==> src/rtl/sram64x8_pkg.sv <==
// Shared sizing and active-low idle pin levels for the 64x8 SRAM FIFO controller.
package sram64x8_pkg;
  localparam int ADDR_W     = 6;
  localparam int DATA_W     = 8;
  localparam int DEPTH      = 1 << ADDR_W;
  localparam int SKID_DEPTH = 2;

  localparam logic              CEN_IDLE  = 1'b1;
  localparam logic              GWEN_IDLE = 1'b1;
  localparam logic [DATA_W-1:0] WEN_IDLE  = '1;
endpackage

==> src/rtl/sram64x8_skid_buf.sv <==
// 2-entry register FIFO catching SRAM Q; entry 0 is always the head.
// Push lands at the edge; head visible the cycle after; producer must reserve space.
module sram64x8_skid_buf #(
  parameter int WIDTH = 8
) (
  input  logic             clk,
  input  logic             rst_n,
  input  logic             push,
  input  logic [WIDTH-1:0] push_data,
  input  logic             pop,
  output logic [WIDTH-1:0] head_data,
  output logic             head_vld,
  output logic [1:0]       cnt
);
  import sram64x8_pkg::*;

  logic [WIDTH-1:0] ent0, ent1;
  logic [1:0]       cnt_q;

  always_ff @(posedge clk or negedge rst_n) begin
    if (!rst_n) begin
      ent0  <= '0;
      ent1  <= '0;
      cnt_q <= '0;
    end else begin
      case ({push, pop})
        2'b10: begin
          if (cnt_q == 2'd0) ent0 <= push_data;
          else               ent1 <= push_data;
          cnt_q <= cnt_q + 2'd1;
        end
        2'b01: begin
          ent0  <= ent1;
          cnt_q <= cnt_q - 2'd1;
        end
        2'b11: begin
          // Occupancy is unchanged; the new byte goes wherever the old tail sat.
          if (cnt_q == 2'd1) begin
            ent0 <= push_data;
          end else begin
            ent0 <= ent1;
            ent1 <= push_data;
          end
        end
        default: ;
      endcase
    end
  end

  assign head_data = ent0;
  assign head_vld  = (cnt_q != 2'd0);
  assign cnt       = cnt_q;

  a_no_overflow: assert property (@(posedge clk) disable iff (!rst_n)
    !(push && !pop && cnt_q == 2'(SKID_DEPTH)));
  a_no_underflow: assert property (@(posedge clk) disable iff (!rst_n)
    !(pop && cnt_q == 2'd0));
endmodule

==> src/rtl/sram64x8_fifo_ctrl.sv <==
// Byte FIFO on one single-port 64x8 SRAM; reads win the port, 2-cycle empty-to-out.
// in_ready drops while a read is issued or storage is full; output held until popped.
module sram64x8_fifo_ctrl #(
  parameter int ADDR_W = sram64x8_pkg::ADDR_W,
  parameter int DATA_W = sram64x8_pkg::DATA_W
) (
  input  logic              CLK,
  input  logic              RSTN,
  input  logic              in_valid,
  output logic              in_ready,
  input  logic [DATA_W-1:0] in_data,
  output logic              out_valid,
  input  logic              out_ready,
  output logic [DATA_W-1:0] out_data,
  output logic [6:0]        count,
  output logic              sram_cen,
  output logic              sram_gwen,
  output logic [DATA_W-1:0] sram_wen,
  output logic [ADDR_W-1:0] sram_a,
  output logic [DATA_W-1:0] sram_d,
  input  logic [DATA_W-1:0] sram_q
);
  import sram64x8_pkg::*;

  localparam logic [ADDR_W:0] FULL_CNT = {1'b1, {ADDR_W{1'b0}}};

  logic [ADDR_W-1:0] wr_ptr, rd_ptr;
  logic [ADDR_W:0]   mem_cnt;
  logic              rd_pend;
  logic [1:0]        skid_cnt;
  logic [2:0]        skid_need;
  logic              pop, rd_go, wr_go;

  assign pop       = out_valid && out_ready;
  // Space the skid buffer must hold once the in-flight read and this pop settle.
  assign skid_need = {1'b0, skid_cnt} + {2'b00, rd_pend} - {2'b00, pop};
  assign rd_go     = (mem_cnt != '0) && (skid_need < 3'(SKID_DEPTH));
  assign in_ready  = !rd_go && (mem_cnt != FULL_CNT);
  // Keep the macro deselected while reset is held even though in_ready reads 1.
  assign wr_go     = in_valid && in_ready && RSTN;

  always_comb begin
    sram_cen  = CEN_IDLE;
    sram_gwen = GWEN_IDLE;
    sram_wen  = {DATA_W{WEN_IDLE[0]}};
    sram_a    = rd_ptr;
    sram_d    = in_data;
    if (wr_go) begin
      sram_cen  = 1'b0;
      sram_gwen = 1'b0;
      sram_wen  = '0;
      sram_a    = wr_ptr;
    end else if (rd_go) begin
      sram_cen  = 1'b0;
    end
  end

  always_ff @(posedge CLK or negedge RSTN) begin
    if (!RSTN) begin
      wr_ptr  <= '0;
      rd_ptr  <= '0;
      mem_cnt <= '0;
      rd_pend <= 1'b0;
    end else begin
      rd_pend <= rd_go;
      if (wr_go) wr_ptr <= wr_ptr + 1'b1;
      if (rd_go) rd_ptr <= rd_ptr + 1'b1;
      case ({wr_go, rd_go})
        2'b10:   mem_cnt <= mem_cnt + 1'b1;
        2'b01:   mem_cnt <= mem_cnt - 1'b1;
        default: ;
      endcase
    end
  end

  sram64x8_skid_buf #(.WIDTH(DATA_W)) u_skid (
    .clk       (CLK),
    .rst_n     (RSTN),
    .push      (rd_pend),
    .push_data (sram_q),
    .pop       (pop),
    .head_data (out_data),
    .head_vld  (out_valid),
    .cnt       (skid_cnt)
  );

  assign count = 7'(mem_cnt) + 7'(rd_pend) + 7'(skid_cnt);

  a_port_excl: assert property (@(posedge CLK) disable iff (!RSTN) !(wr_go && rd_go));
endmodule

==> config.mk <==
export PLATFORM = sky130hd
export DESIGN_NAME = sram64x8_fifo_ctrl
export DESIGN_NICKNAME = d
export VERILOG_FILES = /design/src/rtl/sram64x8_pkg.sv /design/src/rtl/sram64x8_skid_buf.sv /design/src/rtl/sram64x8_fifo_ctrl.sv
export SDC_FILE = /design/constraint.sdc
export NUM_CORES = 1
export LEC_CHECK = 0
export ABC_AREA = 0
export CELL_PAD_IN_SITES_DETAIL_PLACEMENT = 1
export CELL_PAD_IN_SITES_GLOBAL_PLACEMENT = 1
export CORE_MARGIN = 5
export CORE_UTILIZATION = 41
export DETAILED_ROUTE_END_ITERATION = 7
export GPL_TIMING_DRIVEN = 0
export PLACE_DENSITY = 0.95
export SLEW_MARGIN = 20
export SYNTH_ARGS = -nofsm -noshare
export SYNTH_HDL_FRONTEND = slang
export SYNTH_SLANG_ARGS = --single-unit
==> constraint.sdc <==
create_clock -name CLK -period 11 [get_ports CLK]
set_input_delay 1.1 -clock CLK [delete_from_list [all_inputs] [get_ports CLK]]
set_output_delay 1.1 -clock CLK [all_outputs]
set_load 0.01 [all_outputs]
==> impl_metrics.json, run 1 <==
{
  "outcome": "complete, no violations",
  "async_reset_ff_frac": 1.00,
  "clock_latency_ps": 290,
  "wl_microns": 6330,
  "critPathBufInv": 2,
  "rrSetupSlack_ps": 6130,
  "cp_common_cell": "clkdlybuf4s50_1",
  "htree_levels": 2,
  "cp_data_required_time_ps": 9900,
  "core.rowCount": 28,
  "synth_ff_type": "dfrtp_1",
  "dieArea_sq_um": 7530,
  "slew_headroom": 0.532,
  "power.internal_uw": 712,
  "drive_gt1_frac": 0.172,
  "cts_root_buffer": "clkbuf_8",
  "slew_violations": 0,
  "drt_iter0_drc": 50,
  "cp-end-kind": "output pin",
  "area_delta_synth_final_pct": 31.9,
  "diodes": 0,
  "multi_input_area_sq_um": 1270,
  "fin_skew_ps": 4.63,
  "dp_hpwl_microns": 4940,
  "fillers": 656,
  "p_sw_uw": 533,
  "cts.sinks": 38,
  "wl_met3_microns": 202,
  "seq_area_sq_um": 951,
  "cp.arrival_ps": 4340,
  "ant_nets": 0,
  "crit_chain": "clkdlybuf4s50_1 -> nand2b_1 -> nor2_1 -> o21ai_0 -> fa_1 -> xnor2_1 -> o211ai_4 -> nand4_4 -> mux2_4 -> clkdlybuf4s50_1",
  "wl_met1_microns": 2460,
  "period_minus_slack_ps": 5440,
  "yosysTopAreaCell": "dfrtp_1",
  "grt_pass1_vias": 2217,
  "synth_top_area_share": 0.393,
  "rsz0062_at_grt": "false",
  "synth-edff-count": 0,
  "fin_setup_tns_ps": 0,
  "start_util": 0.416,
  "fin_crit_sh": 0.495,
  "die_y_microns": 86.8,
  "synth.avg_cell_area_sq_um": 10.6,
  "ys_types": 44,
  "synth_seq_area_share": 0.393,
  "via_per_inst": 5.27,
  "grt_usage": 0.185,
  "num_vias": 1922,
  "critPathLaunchType": "input pin",
  "syn-cell-area_sq_um": 2420,
  "grt_max_degree": 26,
  "clkTransAtPathRegs_ps": 70,
  "cts_setup_buffers": 0,
  "cts_tree": "done",
  "synth-seq-cells": 38,
  "whs_ps": 500,
  "cts_buffers": 5,
  "io_pins": 61,
  "worst_slew_pin_slew_ps": 701,
  "highest_layer": "met4",
  "grt_first_pass_wirelength_microns": 10900,
  "hold_viol_final": 0,
  "coreArea_sq_um": 5820,
  "synth_fp_nets": 265,
  "wl_per_cell_microns": 17.3,
  "routabilityCongestion": 0.692,
  "setup_viol": 0,
  "grt.overflow.total": 0,
  "antenna_found_initial": 0,
  "dr.pass1.iters": 4,
  "postSynthCellCount": 229,
  "cp_slowest_cell": "clkdlybuf4s50_1",
  "drc": 0,
  "share_comb_of_total_power": 0.654,
  "seq_power_share": 0.227,
  "yosysWarnings": 0,
  "ir_drop_uv": 213,
  "holdBufCountCts": 0,
  "leakage_uw": 0.00145,
  "crit_type": "input pin to output pin",
  "nNetsFinal": 325,
  "post_cts_resized": 0,
  "fp.dieW_microns": 86.8,
  "pwr_density_cell_nw_per_um2": 390,
  "portBuffers": 52,
  "clk_path_buf_depth": 2,
  "hold_class": "register to register",
  "p_sw_frac": 0.428,
  "cap_violations": 0,
  "cp_top_family": "buffers and inverters",
  "power_frac_clock": 0.119,
  "crit_path_max_fanout": 19,
  "fmax_ghz": 0.184,
  "yosys-top-cells-area": "dfrtp_1 39%, ha_1 6.2%, buf_4 5.0%, xnor2_1 4.7%, mux2_4 4.3%",
  "crit_path_max_incr_delay_ps": 550,
  "wl_met2_microns": 3540
}
## placed cells by master, fill, tap and decap left out, types with 3 or more instances in the layout
cell	n
o21ai_0	13
dfrtp_1	38
inv_1	14
clkdlybuf4s50_1	51
a211oi_1	3
xor2_1	6
nor3_1	3
ha_1	12
nor2b_1	3
mux2i_1	9
nand3_1	8
a21oi_1	5
fa_1	4
nand2_1	23
mux2_2	9
clkbuf_1	3
clkbuf_8	6
nor2_1	10
buf_4	16
mux2_4	7
or3_1	3
xnor2_1	13
## layout make-up
class,instances,area share
well taps,75,0.0294
inverters,14,0.0165
repair buffers,53,0.168
clock inverters,2,0.0188
multi-input cells,157,0.399
flip-flops and latches,38,0.298
clock buffers,6,0.0259
plain buffers,20,0.0447
## metal layers
metal | up-vias | global-route usage
met4 | 0 | 0.0595
met3 | 13 | 0.0295
met5 | - | 0
met1 | 980 | 0.207
met2 | 38 | 0.352
li1 | 891 | -
## flip-flops by register name (all words and copies together), names as in the netlist
signal and flops:
u_skid.cnt 2, wr_ptr 6, u_skid.head_data 8, u_skid.ent1 8, rd_ptr 6, rd_pend 1
mem_cnt 7
## cell usage after synthesis, drive strengths merged (5+ instances only)
| library cell | count |
|---|---|
| a21oi | 5 |
| buf | 17 |
| dfrtp | 38 |
| ha | 12 |
| inv | 14 |
| mux2 | 16 |
| mux2i | 9 |
| nand2 | 23 |
| nand3 | 8 |
| nor2 | 10 |
| o21ai | 13 |
| xnor2 | 13 |
| xor2 | 6 |
## through the flow
| step | cells | power, uW | utilization | cell area, sq um | worst slack [ps] |
|---|---|---|---|---|---|
| floorplan | 229 | 795 | - | 2420 | 6670 |
| global placement | 356 | 1040 | 0.521 | 3030 | 5310 |
| detailed placement | 357 | 1100 | 0.524 | 3050 | 5530 |
| CTS | 365 | 1260 | 0.548 | 3190 | 5540 |
| global route | 365 | 1350 | 0.548 | 3190 | 5340 |
| finish | 365 | 1240 | 0.548 | 3190 | 5560 |
## kinds of logic after synthesis
| group | after synthesis | synth area share |
|---|---|---|
| adders and majority gates | 16 | 0.0952 |
| buffers and inverters | 34 | 0.0807 |
| AOI/OAI and AO/OA | 35 | 0.109 |
| and+or+nand+nor | 62 | 0.130 |
| muxes | 25 | 0.123 |
| DFF | 38 | 0.393 |
| xor gates and xnor gates | 19 | 0.0688 |
## worst register-to-register path: stages (launching register included)
cell and delay (ps):
dfrtp_1 550, inv_1 110, ha_1 280, nand2b_1 230, nor2_1 230, o21ai_0 170
fa_1 410, xnor2_1 400, o211ai_4 200, nand4_4 340, ha_1 420, inv_1 160
fa_1 430, nor2b_1 230, o31a_1 220, mux2i_1 220, o211ai_1 140
## path summary, 6_finish.rpt
check / endpoint / depth (start not counted) / startpoint
worst min-delay path: u_skid.head_data[5]$_DFFE_PN0P_ / 2 / u_skid.head_data[5]$_DFFE_PN0P_
min in group asynchronous: u_skid.head_data[4]$_DFFE_PN0P_ / 1 / RSTN
worst max-delay path: sram_a[5] / 10 / out_ready
worst max register to register: mem_cnt[6]$_DFFE_PN0P_ / 16 / u_skid.cnt[1]$_DFFE_PN0P_
max in group asynchronous: rd_ptr[3]$_DFFE_PN0P_ / 2 / RSTN
worst min register to register: u_skid.head_data[5]$_DFFE_PN0P_ / 2 / u_skid.head_data[5]$_DFFE_PN0P_
## power groups by stage
stage / clock network [uW] / registers [uW] / logic, uW
6_report: 148 / 282 / 814
5_1_grt: 156 / 295 / 903
4_1_cts: 150 / 284 / 826
3_5_place_dp: 0 / 285 / 818
3_3_place_gp: 0 / 277 / 761
2_1_floorplan: 0 / 270 / 524
Power figures use the tool's default switching activity.
==> run 2: changes to the inputs <==
--- a/config.mk
+++ b/config.mk
@@ -9,10 +9,10 @@
 export CELL_PAD_IN_SITES_DETAIL_PLACEMENT = 1
 export CELL_PAD_IN_SITES_GLOBAL_PLACEMENT = 1
 export CORE_MARGIN = 5
-export CORE_UTILIZATION = 41
+export CORE_UTILIZATION = 38
 export DETAILED_ROUTE_END_ITERATION = 7
 export GPL_TIMING_DRIVEN = 0
-export PLACE_DENSITY = 0.95
+export PLACE_DENSITY = 0.89
 export SLEW_MARGIN = 20
 export SYNTH_ARGS = -nofsm -noshare
 export SYNTH_HDL_FRONTEND = slang
==> constraint.sdc (replaced) <==
create_clock -name CLK -period 5.05 [get_ports CLK]
set_input_delay 0.505 -clock CLK [delete_from_list [all_inputs] [get_ports CLK]]
set_output_delay 0.505 -clock CLK [all_outputs]
set_load 0.01 [all_outputs]
==> impl_metrics.json, run 2 (synthesized netlist as in run 1, its figures left out) <==
{
  "outcome": "complete, no violations",
  "cp_slowest_cell": "dfrtp_1",
  "worstReg2RegStart": "u_skid.cnt[1]$_DFFE_PN0P_",
  "rsz0062_at_grt": "false",
  "stdcell_area_sq_um": 3160,
  "hold_class": "input pin to asynchronous set/reset pin",
  "crit_type": "register to register",
  "fin_setup_tns_ps": 0,
  "cts_root_buffer": "clkbuf_8",
  "grtUsageMet1": 0.177,
  "setup_viol": 0,
  "fin_skew_ps": 5.97,
  "cts_tree": "done",
  "cts.sinks": 38,
  "clkTransAtPathRegs_ps": 80,
  "grt_max_degree": 29,
  "num_vias": 1853,
  "coreArea_sq_um": 6280,
  "nNetsFinal": 325,
  "io_pins": 61,
  "htree_levels": 2,
  "start_util": 0.385,
  "grt_pass1_vias": 2081,
  "cp-startpoint": "u_skid.cnt[1]$_DFFE_PN0P_",
  "layout.cells.most_common": "clkdlybuf4s50_1",
  "drive_gt1_frac": 0.176,
  "cp.arrival_ps": 4740,
  "stdcell_count": 367,
  "dp.cells": 359,
  "ant_nets": 0,
  "ir_drop_uv": 410,
  "worst_slew_pin_slew_ps": 701,
  "cp-end-kind": "register",
  "fillers": 690,
  "area_delta_synth_final_pct": 30.8,
  "clk_path_buf_depth": 2,
  "dieArea_sq_um": 8060,
  "diodes": 0,
  "portBuffers": 52,
  "crit_chain": "inv_1 -> ha_1 -> nand2b_1 -> nor2_1 -> o21ai_0 -> fa_1 -> xnor2_1 -> o211ai_4 -> nand4_4 -> ha_2 -> inv_1 -> fa_1 -> nor2b_1 -> o31a_1 -> mux2i_1 -> o211ai_1",
  "via_per_inst": 5.05,
  "top_usage_layer": "met2",
  "antenna_found_initial": 0,
  "period_minus_slack_ps": 4570,
  "slew_violations": 0,
  "grt_usage": 0.147,
  "finalPower_uw": 2580,
  "core.rowCount": 29,
  "multi_input_area_sq_um": 1270,
  "met2_usage": 0.260,
  "routabilityCongestion": 0.727,
  "place_area_sq_um": 3050,
  "cts_buffers": 5,
  "wl_microns": 5630,
  "die_y_microns": 89.8,
  "drt_iter0_drc": 41,
  "dp_hpwl_microns": 4410,
  "hold_viol_final": 0,
  "seq_area_sq_um": 951,
  "fin_crit_sh": 0.906,
  "ff2ff_path_depth": 16,
  "grt.overflow.total": 0,
  "fp.dieW_microns": 89.8,
  "final_cell_mix": "51 x clkdlybuf4s50_1, 38 x dfrtp_1, 23 x nand2_1",
  "reg2reg_to": "mem_cnt[6]$_DFFE_PN0P_",
  "leakage_uw": 0.00143,
  "clock_latency_ps": 290,
  "utilization": 0.504,
  "wl_per_cell_microns": 15.4,
  "cp_data_required_time_ps": 5220,
  "drc": 0,
  "pwr_density_cell_nw_per_um2": 816,
  "fmax_ghz": 0.219,
  "crit_path_max_fanout": 19,
  "crit_path_max_incr_delay_ps": 540,
  "rrSetupSlack_ps": 480,
  "dr.pass1.iters": 4,
  "slew_headroom": 0.532,
  "cap_violations": 0,
  "met3_usage": 0.0367,
  "critPathLaunchType": "register",
  "grt_first_pass_wirelength_microns": 9940,
  "holdBufCountCts": 0
}
-- run 2: cell count changes in the layout (fill, tap and decap cells not counted) --
| cell | previous run | this run |
|---|---|---|
| bufinv_16 | 2 | 0 |
| ha_1 | 12 | 11 |
| ha_2 | 0 | 1 |
| clkbuf_8 | 6 | 8 |
-- run 2: worst max-delay path by stage --
stage	to	cells past startpoint	slack (ps)
detailed placement	mem_cnt[6]$_DFFE_PN0P_	15	290
global placement	mem_cnt[5]$_DFFE_PN0P_	8	-30
CTS	mem_cnt[6]$_DFFE_PN0P_	16	310
floorplan	mem_cnt[5]$_DFFE_PN0P_	15	920
global route	mem_cnt[6]$_DFFE_PN0P_	16	80
finish	mem_cnt[6]$_DFFE_PN0P_	16	480
-- run 2: critical path: cells and delay by family, from the launching register on --
| family | cells | cell delay, ps |
|---|---|---|
| and+or+nand+nor | 4 | 980 |
| adders and majority gates | 4 | 1420 |
| AOI/OAI and AO/OA | 4 | 680 |
| xor gates and xnor gates | 1 | 380 |
| DFF | 1 | 540 |
| muxes | 1 | 200 |
| buffers and inverters | 2 | 240 |
-- run 2: repair_timing --
| item | 4_1_cts | 5_1_grt |
|---|---|---|
| setup endpoints to repair | 0 | 1 |
| buffers inserted | 0 | 0 |
| resized for setup | 0 | 1 |
| hold endpoints to repair | 0 | 0 |
-- run 2: cell type report --
cell class | count | share of cell area
flip-flops and latches | 38 | 0.301
inverters | 14 | 0.0166
clock buffers | 8 | 0.0348
well taps | 77 | 0.0305
multi-input cells | 157 | 0.403
repair buffers | 53 | 0.169
plain buffers | 20 | 0.0451
-- run 2: power breakdown --
part	total [uW]	switching, uW	internal (uW)
Sequential	611	151	461
Combinational	1720	839	879
Clock	250	112	138
Total	2580	1100	1480
-- run 2: stage by stage --
step	hold slack, ps	worst slack (ps)
4_1_cts	128	311
6_report	124	477
3_3_place_gp	461	-31.2
3_5_place_dp	446	287
2_1_floorplan	209	919
5_1_grt	143	75.5
-- run 2: per-layer routing --
layer | wire [microns] | up-vias
li1 | - | 892
met5 | 0 | -
met2 | 2970 | 31
met3 | 194 | 4
met1 | 2420 | 926
met4 | 49 | 0
